`src/rtl/instr_encoder.sv`:
```
// instr_encoder: packs RV64 I/S/B fields into 32-bit words behind an output FIFO; define IMM_RANGE_CHECK_EN to flag out-of-range immediates
module instr_encoder #(
    parameter int DEPTH   = 2,
    parameter int COUNT_W = 16
) (
    input  logic               clk,
    input  logic               rst,
    input  logic               in_valid,
    output logic               in_ready,
    input  logic [6:0]         in_opcode,
    input  logic [4:0]         in_rd,
    input  logic [4:0]         in_rs1,
    input  logic [4:0]         in_rs2,
    input  logic [2:0]         in_funct3,
    input  logic [63:0]        in_imm,
    output logic               out_valid,
    input  logic               out_ready,
    output logic [31:0]        out_instr,
    output logic               out_err,
    output logic               err_sticky,
    input  logic               clr_err,
    output logic [COUNT_W-1:0] enc_count
);
    localparam int AW = $clog2(DEPTH);
    localparam logic [AW:0] FULL = (AW + 1)'(DEPTH);
    logic [31:0]        mem_q [DEPTH];
    logic [DEPTH-1:0]   err_q;
    logic [AW-1:0]      wr_q, rd_q;
    logic [AW:0]        cnt_q, cnt_d;
    logic               sticky_q, sticky_d;
    logic [COUNT_W-1:0] enc_q;
    logic               push, pop, is_i, is_s, is_b, range_err, enc_err;
    logic [31:0]        enc;
    assign is_i = in_opcode == 7'b0010011 || in_opcode == 7'b0000011;
    assign is_s = in_opcode == 7'b0100011;
    assign is_b = in_opcode == 7'b1100011;
`ifdef IMM_RANGE_CHECK_EN
    assign range_err = in_imm[63:11] != {53{in_imm[11]}};
`else
    logic unused_imm_hi;
    assign unused_imm_hi = ^in_imm[63:12];
    assign range_err = 1'b0;
`endif
    always_comb begin
        enc = is_i ? {in_imm[11:0], in_rs1, in_funct3, in_rd, in_opcode} :
              is_s ? {in_imm[11:5], in_rs2, in_rs1, in_funct3, in_imm[4:0], in_opcode} :
              is_b ? {in_imm[11], in_imm[9:4], in_rs2, in_rs1, in_funct3, in_imm[3:0], in_imm[10], in_opcode} :
                     32'h0000_0013;
        enc_err = !(is_i || is_s || is_b) || range_err;
    end
    assign in_ready   = cnt_q != FULL;
    assign out_valid  = cnt_q != '0;
    assign push       = in_valid && in_ready;
    assign pop        = out_valid && out_ready;
    assign out_instr  = out_valid ? mem_q[rd_q] : 32'h0;
    assign out_err    = out_valid && err_q[rd_q];
    assign err_sticky = sticky_q;
    assign enc_count  = enc_q;
    always_comb begin
        cnt_d    = cnt_q + (AW + 1)'(push) - (AW + 1)'(pop);
        sticky_d = (push && enc_err) || (sticky_q && !clr_err);
    end
    always_ff @(posedge clk) begin
        if (push) begin
            mem_q[wr_q] <= enc;
            err_q[wr_q] <= enc_err;
        end
    end
    always_ff @(posedge clk or posedge rst) begin
        if (rst) begin
            wr_q     <= '0;
            rd_q     <= '0;
            cnt_q    <= '0;
            sticky_q <= 1'b0;
            enc_q    <= '0;
        end else begin
            wr_q     <= push ? wr_q + 1'b1 : wr_q;
            rd_q     <= pop ? rd_q + 1'b1 : rd_q;
            cnt_q    <= cnt_d;
            sticky_q <= sticky_d;
            enc_q    <= enc_q + COUNT_W'(push);
        end
    end
endmodule

```
`config.mk`:
```
export PLATFORM = sky130hd
export DESIGN_NAME = instr_encoder
export DESIGN_NICKNAME = d
export VERILOG_FILES = /design/src/rtl/instr_encoder.sv
export SDC_FILE = /design/constraint.sdc
export NUM_CORES = 1
export LEC_CHECK = 0
export BUFFER_PORTS_ARGS = -buffer_cell sky130_fd_sc_hd__buf_2
export CAP_MARGIN = 20
export CORE_ASPECT_RATIO = 1.1
export CORE_MARGIN = 2
export CORE_UTILIZATION = 40
export CTS_CLUSTER_DIAMETER = 80
export CTS_CLUSTER_SIZE = 30
export DETAILED_ROUTE_END_ITERATION = 6
export PLACE_DENSITY = 0.7
export RECOVER_POWER = 25
export SLEW_MARGIN = 20
export SYNTH_ARGS = -nofsm -noshare
export SYNTH_HDL_FRONTEND = slang
export SYNTH_SLANG_ARGS = --single-unit
```
`constraint.sdc`:
```
create_clock -name clk -period 2.31 [get_ports clk]
set_input_delay 0.693 -clock clk [delete_from_list [all_inputs] [get_ports clk]]
set_output_delay 0.693 -clock clk [all_outputs]
set_load 0.005 [all_outputs]
```
==> metrics.txt, run 1 <==
starting density of the core=0.411; register area share after synthesis=0.649; top-area cell type share of the netlist area=0.513; I/O Buffers=93; worst slew pin tran=0.906 ns; Core Area=0.00940 mm2; Die W=97.7 um; largest net degree at the start of global routing=34; hold buffers post-CTS=0; Num CTS Buffers=9; Crit Path Category=reg -> out; unique cell type count in the Yosys netlist=31; gpl congestion=0.787; post-CTS resize count=0; worst hold path class=reg -> reg; CP cell instances=nor2_2, buf_4, nor2_1, buf_2; Comb power frac=0.342; Vias=2576; maximum root-to-sink buffer count=2; final net count=504; DRT antenna net count=0; Final Hold Viols=0; global-route wire length before repair=12.0 mm; gr ovfl total=0; htree depth=3; Sw Ratio=0.327; setup bufs post-CTS=0; Max-Cap Viols=0; Mapped Cells=296; DR WL/cell=14.3 um; slowest stage delay, CP=0.42 ns; GRT Max-Usage Layer=met2; placed cells=514; synth warn=0; non-filler cells, final=530; vias in the first global route=2511; P_leak=0.00209 uW; RSZ-0062 raised after global routing=false; clock power share=0.207; setup_tns=0 ns; commonest non-fill, non-tap cell in the layout=buf_2; Total GRT Usage=0.148; hpwl dp=5.22 mm; Slew headroom=0.396; fin crit share=0.917; slowest CP cell=dfrtp_1; fill cell count=853; row cnt=37; crit path time final=2.12 ns; drt drc=0; worst-skew pair later-pin latency=0.35 ns; Detailed Route Iter0 Violations=97; Fin Clk Skew=0.00862 ns; vias per cell=4.86; clock sink count=87; Critical Path AT=1.43 ns; Die Footprint=0.0105 mm2; clk slew on worst S/H paths=0.08 ns; status=complete, no violations; pwr/cell area=1050 mW/mm2; total power=4990 uW; met1 Usage GRT=0.178; final setup fails=0; Post-Syn Area=0.00386 mm2; P_int=3360 uW; crit-path max FO=23; met2 Usage GRT=0.260; synthesized area per cell=13.1 um2; M3 GR Usage=0.0319; Max Fclk=0.472 GHz; Pre-antenna DRT Iters=4; share of layout cells above drive strength 1=0.298; max-slew violation count=0; area grow syn2layout=22.5%; final design utilization=0.504; Routed WL=7.56 mm; I/O pin total=146; CTS root buf=clkbuf_8; startpoint types=flip-flop; synthesis-stage register bit count=87; initial antenna violation count=0; diodes inserted=0; CP Data Required Time=1.62 ns; Die H=107 um; Setup crit end kind=output pin; Yosys top cell by area=edfxtp_1; sequential share of power=0.450; Psw=1630 uW; most frequent cells in the layout=buf_2, edfxtp_1, mux2i_1, nor2_1, nand2_1; worst vdd ir=400 uV; CTS tree=done; Synth area leaders=edfxtp_1, dfrtp_1, mux2i_1
registers in the layout, indices dropped and copies added, names as in the netlist:
| name | cells |
|---|---|
| mem_q | 64 |
| enc_count | 16 |
| cnt_q | 2 |
| err_q | 2 |
| err_sticky | 1 |
| rd_q | 1 |
| wr_q | 1 |
critical path, delay by kind of cell, from the launching register on:
kind          cells  cell delay, ns
flops             1            0.42
buf+inv           2            0.41
simple gates      2            0.24
power by group through the flow:
stage / Combinational [uW] / Clock (uW) / Sequential (uW)
after detailed placement: 1790 / 0 / 2300
after global placement: 1770 / 0 / 2280
after CTS: 1790 / 1070 / 2260
after global routing: 1890 / 1130 / 2280
final: 1710 / 1030 / 2250
after floorplan: 1000 / 0 / 2260
cell usage after synthesis, drive strengths merged:
library cell   n
clkbuf         4
xnor2         11
conb           2
and3           3
and4bb         1
and4           2
buf            6
and2          11
o32ai          1
nor4bb         1
dfrtp         21
nor4b          1
nand3b         1
o21ai         11
nand4          4
mux2i         38
a22o           5
inv            6
nand2b         1
xor2           8
nor2          41
a21oi          8
nor2b         15
edfxtp        66
nand3          3
ha             2
nand2         23
metal layers:
metal / vias to the layer above / wire [um]
met3: 8 / 335
met5: - / 0
met1: 1247 / 3220
li1: 1260 / -
met2: 61 / 3900
met4: 0 / 98
stage by stage:
step | setup slack (ns) | instance area [um2] | hold WS (ns)
2_1_floorplan | 0.202 | 3890 | 0.468
3_3_place_gp | 0.278 | 4590 | 0.461
3_5_place_dp | 0.247 | 4590 | 0.470
4_1_cts | 0.142 | 4790 | 0.485
5_1_grt | 0.0833 | 4730 | 0.502
6_report | 0.191 | 4730 | 0.478
final cells by class:
type | instances | area, um2 | share of cell area
sequential | 87 | 2510 | 0.530
multi-input combinational | 199 | 1290 | 0.273
timing repair buffer | 105 | 566 | 0.120
tap | 117 | 146 | 0.0309
clock buffer | 9 | 124 | 0.0262
clock inverter | 7 | 72.6 | 0.0153
inverter | 6 | 22.5 | 0.00476
worst paths after layout:
path                       slack, ns     startpoint            end  cells past startpoint
setup / recovery                0.19       cnt_q[1]  out_instr[10]                      4
hold / removal                  0.48  enc_count[15]  enc_count[15]                      1
setup reg to reg                0.40       cnt_q[0]    mem_q[1][0]                      3
hold reg to reg                 0.48  enc_count[15]  enc_count[15]                      1
max in group asynchronous       1.25            rst           rd_q                      2
min in group asynchronous       0.50            rst   enc_count[9]                      2
cell families after synthesis:
logic type / count (synthesis) / share of synthesized area
other: 2 / 0.00194
DFF: 87 / 0.649
muxes: 38 / 0.0984
buffers and inverters: 16 / 0.0175
and+or+nand+nor: 107 / 0.145
xor gates and xnor gates: 19 / 0.0431
AOI/OAI and AO/OA: 25 / 0.0382
adders and majority gates: 2 / 0.00648
No activity file was read; power rests on OpenSTA's default activity.
==> run 2, diff against run 1 <==
--- a/config.mk
+++ b/config.mk
@@ -13,7 +13,7 @@
 export CTS_CLUSTER_DIAMETER = 80
 export CTS_CLUSTER_SIZE = 30
 export DETAILED_ROUTE_END_ITERATION = 6
-export PLACE_DENSITY = 0.7
+export PLACE_DENSITY_LB_ADDON = 0.2
 export RECOVER_POWER = 25
 export SLEW_MARGIN = 20
 export SYNTH_ARGS = -nofsm -noshare
==> run 2 against run 1 <==
Sequential cell count stayed put. Non-clock buffer count unchanged. Design area is essentially flat. Total power is 0.32% lower. Fmax fell by 1.9%. Highest routed layer unchanged. Critical path depth is the same. Sequential share of layout area barely moved. Combinational power about the same. First-iteration DRC count shrank 43%. Global-route usage up 0.38 points. Via count shrank 1.2%. Largest power group unchanged. Critical endpoint is now out_instr[22]. Hold slack got worse by 0.0070 ns.
==> metrics.txt, run 2 (same netlist as run 1, synthesis figures left out) <==
hpwl dp=5.28 mm; Num CTS Buffers=9; most frequent CP cell=nor2_1; crit path buf inv count=2; final design utilization=0.503; worst vdd ir=365 uV; vias per cell=4.80; R2R depth=3; gr ovfl total=0; Vias=2545; CTS root buf=clkbuf_8; Die W=97.7 um; I/O pin total=146; most frequent cells in the layout=buf_2, edfxtp_1, nor2_1, mux2i_1, nand2_1; Finished Cell Area=0.00473 mm2; drt drc=0; global-route wire length before repair=12.4 mm; DRT antenna net count=0; Worst path top cell family by delay=flip-flops; Biggest register=mem_q; status=complete, no violations; Hold EP=enc_count[15]; post-CTS resize count=0; gpl congestion=0.755; startpoint types=flip-flop; max-slew violation count=0; max reg flops=64; Hold Path Stages=1; worst slew pin tran=1.14 ns; worst hold path class=reg -> reg; vias in the first global route=2578; largest net degree at the start of global routing=34; pwr/cell area=1050 mW/mm2; Detailed Route Iter0 Violations=55; final net count=504; CP cell instances=nor2_1, buf_12, nor2_1, buf_2; row cnt=37; Final Hold Slack=0.471 ns; initial antenna violation count=0; RSZ-0062 raised after global routing=false; P_leak=0.00210 uW; maximum root-to-sink buffer count=2; clock sink count=87; Fin Clk Skew=0.00658 ns; CP Data Required Time=1.62 ns; setup_tns=0 ns; final setup fails=0; Pre-antenna DRT Iters=4; Critical Path AT=1.47 ns; Max Fclk=0.463 GHz; diodes inserted=0; Core Area=0.00940 mm2; hold buffers post-CTS=0; Die H=107 um; Die Footprint=0.0105 mm2; min-delay src=enc_count[15]; Post-DP Area=0.00459 mm2; fin crit share=0.935; total power=4970 uW; FF-to-FF setup slack=0.40 ns; worst-skew pair later-pin latency=0.34 ns; setup bufs post-CTS=0; Total GRT Usage=0.151; Stages on worst setup path=4; Slew headroom=0.240; Max-Cap Viols=0; Final Hold Viols=0; Routed WL=7.62 mm; crit path time final=2.16 ns; slowest stage delay, CP=0.42 ns; area grow syn2layout=22.4%; worst r2r dst=mem_q[1][0]; clk slew on worst S/H paths=0.08 ns; DR WL/cell=14.4 um; slowest CP cell=dfrtp_1; share of layout cells above drive strength 1=0.288; starting density of the core=0.411; Crit Path Category=reg -> out; I/O Buffers=93; CTS tree=done; commonest non-fill, non-tap cell in the layout=buf_2; crit-path max FO=33; Setup crit end kind=output pin; worst reg2reg startpoint=cnt_q[0]; htree depth=3
run 2: changes by cell type in the layout (fill, tap and decap cells not counted), sizes merged:
cell,before,now
inv,7,6
clkbuf,14,16
clkinv,3,4
clkinvlp,2,0
run 2: stage by stage:
step           instances  setup WS [ns]
5_1_grt              530         0.0718
4_1_cts              530          0.174
6_report             530          0.149
3_3_place_gp         514          0.206
2_1_floorplan        302          0.202
3_5_place_dp         514          0.206
run 2: per-layer routing:
| metal | share of wire | GRT usage | wire [um] |
|---|---|---|---|
| met1 | 0.46 | 0.181 | 3470 |
| met2 | 0.48 | 0.264 | 3650 |
| met3 | 0.048 | 0.0293 | 366 |
| met4 | 0.018 | 0.0714 | 134 |
| met5 | 0 | 0 | 0 |
run 2: report_power, final:
group	leakage (uW)	internal [uW]	switching (uW)
logic	0.00110	782	940
registers	0.000900	2080	182
clock network	0.0000945	492	494
total	0.00210	3360	1620
run 2: worst max path at each step:
stage	slack (ns)	end	start
floorplan	0.20	err_q[0]	in_valid
global placement	0.21	mem_q[1][7]	in_opcode[3]
detailed placement	0.21	mem_q[1][7]	in_opcode[3]
CTS	0.17	out_instr[22]	cnt_q[1]
global route	0.07	out_instr[23]	cnt_q[1]
finish	0.15	out_instr[22]	cnt_q[1]
run 2: final cells by class:
| cell class | instances | area, um2 |
|---|---|---|
| Sequential cell | 87 | 2510 |
| Fill cell | 870 | 4670 |
| Tap cell | 117 | 146 |
| Inverter | 6 | 22.5 |
| Multi-Input combinational cell | 199 | 1310 |
| Clock buffer | 11 | 131 |
| Clock inverter | 5 | 48.8 |
| Timing Repair Buffer | 105 | 566 |
run 2: worst reg2reg max path, delay by kind of cell, from the launching register on:
kind | cells | cell delay [ns]
buffers and inverters | 1 | 0.69
and+or+nand+nor | 2 | 0.42
DFF | 1 | 0.39
==> run 3, diff against run 2 <==
--- a/config.mk
+++ b/config.mk
@@ -5,7 +5,7 @@
 export SDC_FILE = /design/constraint.sdc
 export NUM_CORES = 1
 export LEC_CHECK = 0
-export BUFFER_PORTS_ARGS = -buffer_cell sky130_fd_sc_hd__buf_2
+export BUFFER_PORTS_ARGS = -buffer_cell sky130_fd_sc_hd__clkbuf_2
 export CAP_MARGIN = 20
 export CORE_ASPECT_RATIO = 1.1
 export CORE_MARGIN = 2
==> run 3 against run 2 <==
Sequential cell count unchanged. Total power increased by 0.93%. Wire length increased by 2.2%. Worst setup slack improved by 0.050 ns. Clock skew increased by 0.0022 ns. Count of clock-buffer cells in the layout increased by 1. Sequential share of layout area decreased by 0.22 points.
==> metrics.txt, run 3 (same netlist as run 1, synthesis figures left out) <==
Top Metal Used=met4; Final Hold Slack=0.476 ns; Routed WL=7.78 mm; Detailed Route Iter0 Violations=115; DR WL/cell=14.6 um; gr ovfl total=0; commonest non-fill, non-tap cell in the layout=clkbuf_2; Final Hold Viols=0; Biggest register=mem_q; Max Fclk=0.474 GHz; Die H=107 um; DRT antenna net count=0; fin crit share=0.914; Die W=97.7 um; hpwl dp=5.38 mm; Slew headroom=0.210; Die Footprint=0.0105 mm2; crit path buf inv count=2; Critical Path AT=1.42 ns; max-slew violation count=0; PnR worst setup slack=0.199 ns; R2R depth=3; I/O pin total=146; starting density of the core=0.411; area grow syn2layout=22.9%; P_leak=0.00211 uW; worst slew pin tran=1.18 ns; fill cell count=890; metal3 WL=387 um; hold buffers post-CTS=0; crit path time final=2.11 ns; status=complete, no violations; clk slew on worst S/H paths=0.08 ns; FF-to-FF setup slack=0.38 ns; htree depth=3; Num CTS Buffers=9; crit-path max FO=20; final net count=507; max reg flops=64; area of the multi-input gates=0.00131 mm2; Vias=2588; vias in the first global route=2504; initial antenna violation count=0; CP Data Required Time=1.62 ns; dpl ws=0.277 ns; pwr/cell area=1060 mW/mm2; largest net degree at the start of global routing=34; Core Area=0.00940 mm2; post-CTS resize count=0; Pre-antenna DRT Iters=4; startpoint types=flip-flop; drt drc=0; worst vdd ir=403 uV; Worst path top cell family by delay=flip-flops; Max-Cap Viols=0; I/O Buffers=93; final setup fails=0; share of layout cells above drive strength 1=0.300; Reg area=0.00251 mm2; Hold Path Stages=1; Met2 Wirelength=3.79 mm; most frequent cells in the layout=clkbuf_2, edfxtp_1, mux2i_1, nor2_1, nand2_1; clock sink count=87; Crit Path Category=reg -> out; RSZ-0062 raised after global routing=false; diodes inserted=0; worst-skew pair later-pin latency=0.36 ns; Stages on worst setup path=4; setup_tns=0 ns; CP cell instances=nor2_2, buf_4, nor2_1, clkbuf_2; slowest stage delay, CP=0.42 ns; global-route wire length before repair=12.2 mm; CTS root buf=clkbuf_8; Fin Clk Skew=0.00874 ns; wl on met1=3.45 mm; maximum root-to-sink buffer count=2; gpl congestion=0.770; slowest CP cell=dfrtp_1; worst hold path class=reg -> reg; Setup crit end kind=output pin; row cnt=37; Total GRT Usage=0.152; CTS tree=done; vias per cell=4.86
run 3: cell types whose count changed in the layout (fill, tap and decap cells not counted), moves of 5 or more:
cell / previous run / this run
clkbuf_2: 1 / 94
buf_4: 6 / 11
and2_0: 7 / 1
and2_1: 4 / 10
buf_2: 92 / 0
run 3: per-stage QoR:
stage / power, uW / util / cell area (um2) / cells
finish: 5020 / 0.505 / 4750 / 533
global route: 5320 / 0.505 / 4750 / 533
CTS: 5090 / 0.508 / 4770 / 531
detailed placement: 4090 / 0.488 / 4590 / 515
global placement: 4060 / 0.488 / 4590 / 515
floorplan: 3270 / - / 3890 / 302
run 3: layout make-up:
type                       instances  share of cell area
clock buffer                      12              0.0285
clock inverter                     4              0.0100
inverter                           6             0.00474
multi-input combinational        199               0.275
sequential                        87               0.528
tap                              117              0.0308
timing repair buffer             108               0.122
run 3: layer usage:
metal	vias to the layer above	global-route usage
met5	-	0
met4	0	0.0744
met3	11	0.0306
met2	70	0.262
met1	1239	0.182
li1	1268	-
run 3: worst register-to-register path, cell delays in order (launching register included):
cell,delay (ns)
dfrtp_1,0.41
nand2b_1,0.22
and3_2,0.20
clkbuf_2,0.70
run 3: final timing paths:
kind                                       to          start
worst max-delay path            out_instr[22]       cnt_q[1]
worst min-delay path            enc_count[15]  enc_count[15]
worst max register to register   mem_q[1][15]       cnt_q[0]
worst min register to register  enc_count[15]  enc_count[15]
max in group asynchronous                rd_q            rst
min in group asynchronous       enc_count[15]            rst
run 3: where the power goes:
part / switching [uW] / internal, uW / leakage [uW]
Clock: 514 / 498 / 0.0000904
Combinational: 944 / 788 / 0.00112
Sequential: 193 / 2080 / 0.000900
run 3: what timing repair did:
item / in CTS / in global routing
endpoints found under the setup margin: 0 / 10
hold endpoints to repair: 0 / 0
setup buffers: 0 / 2
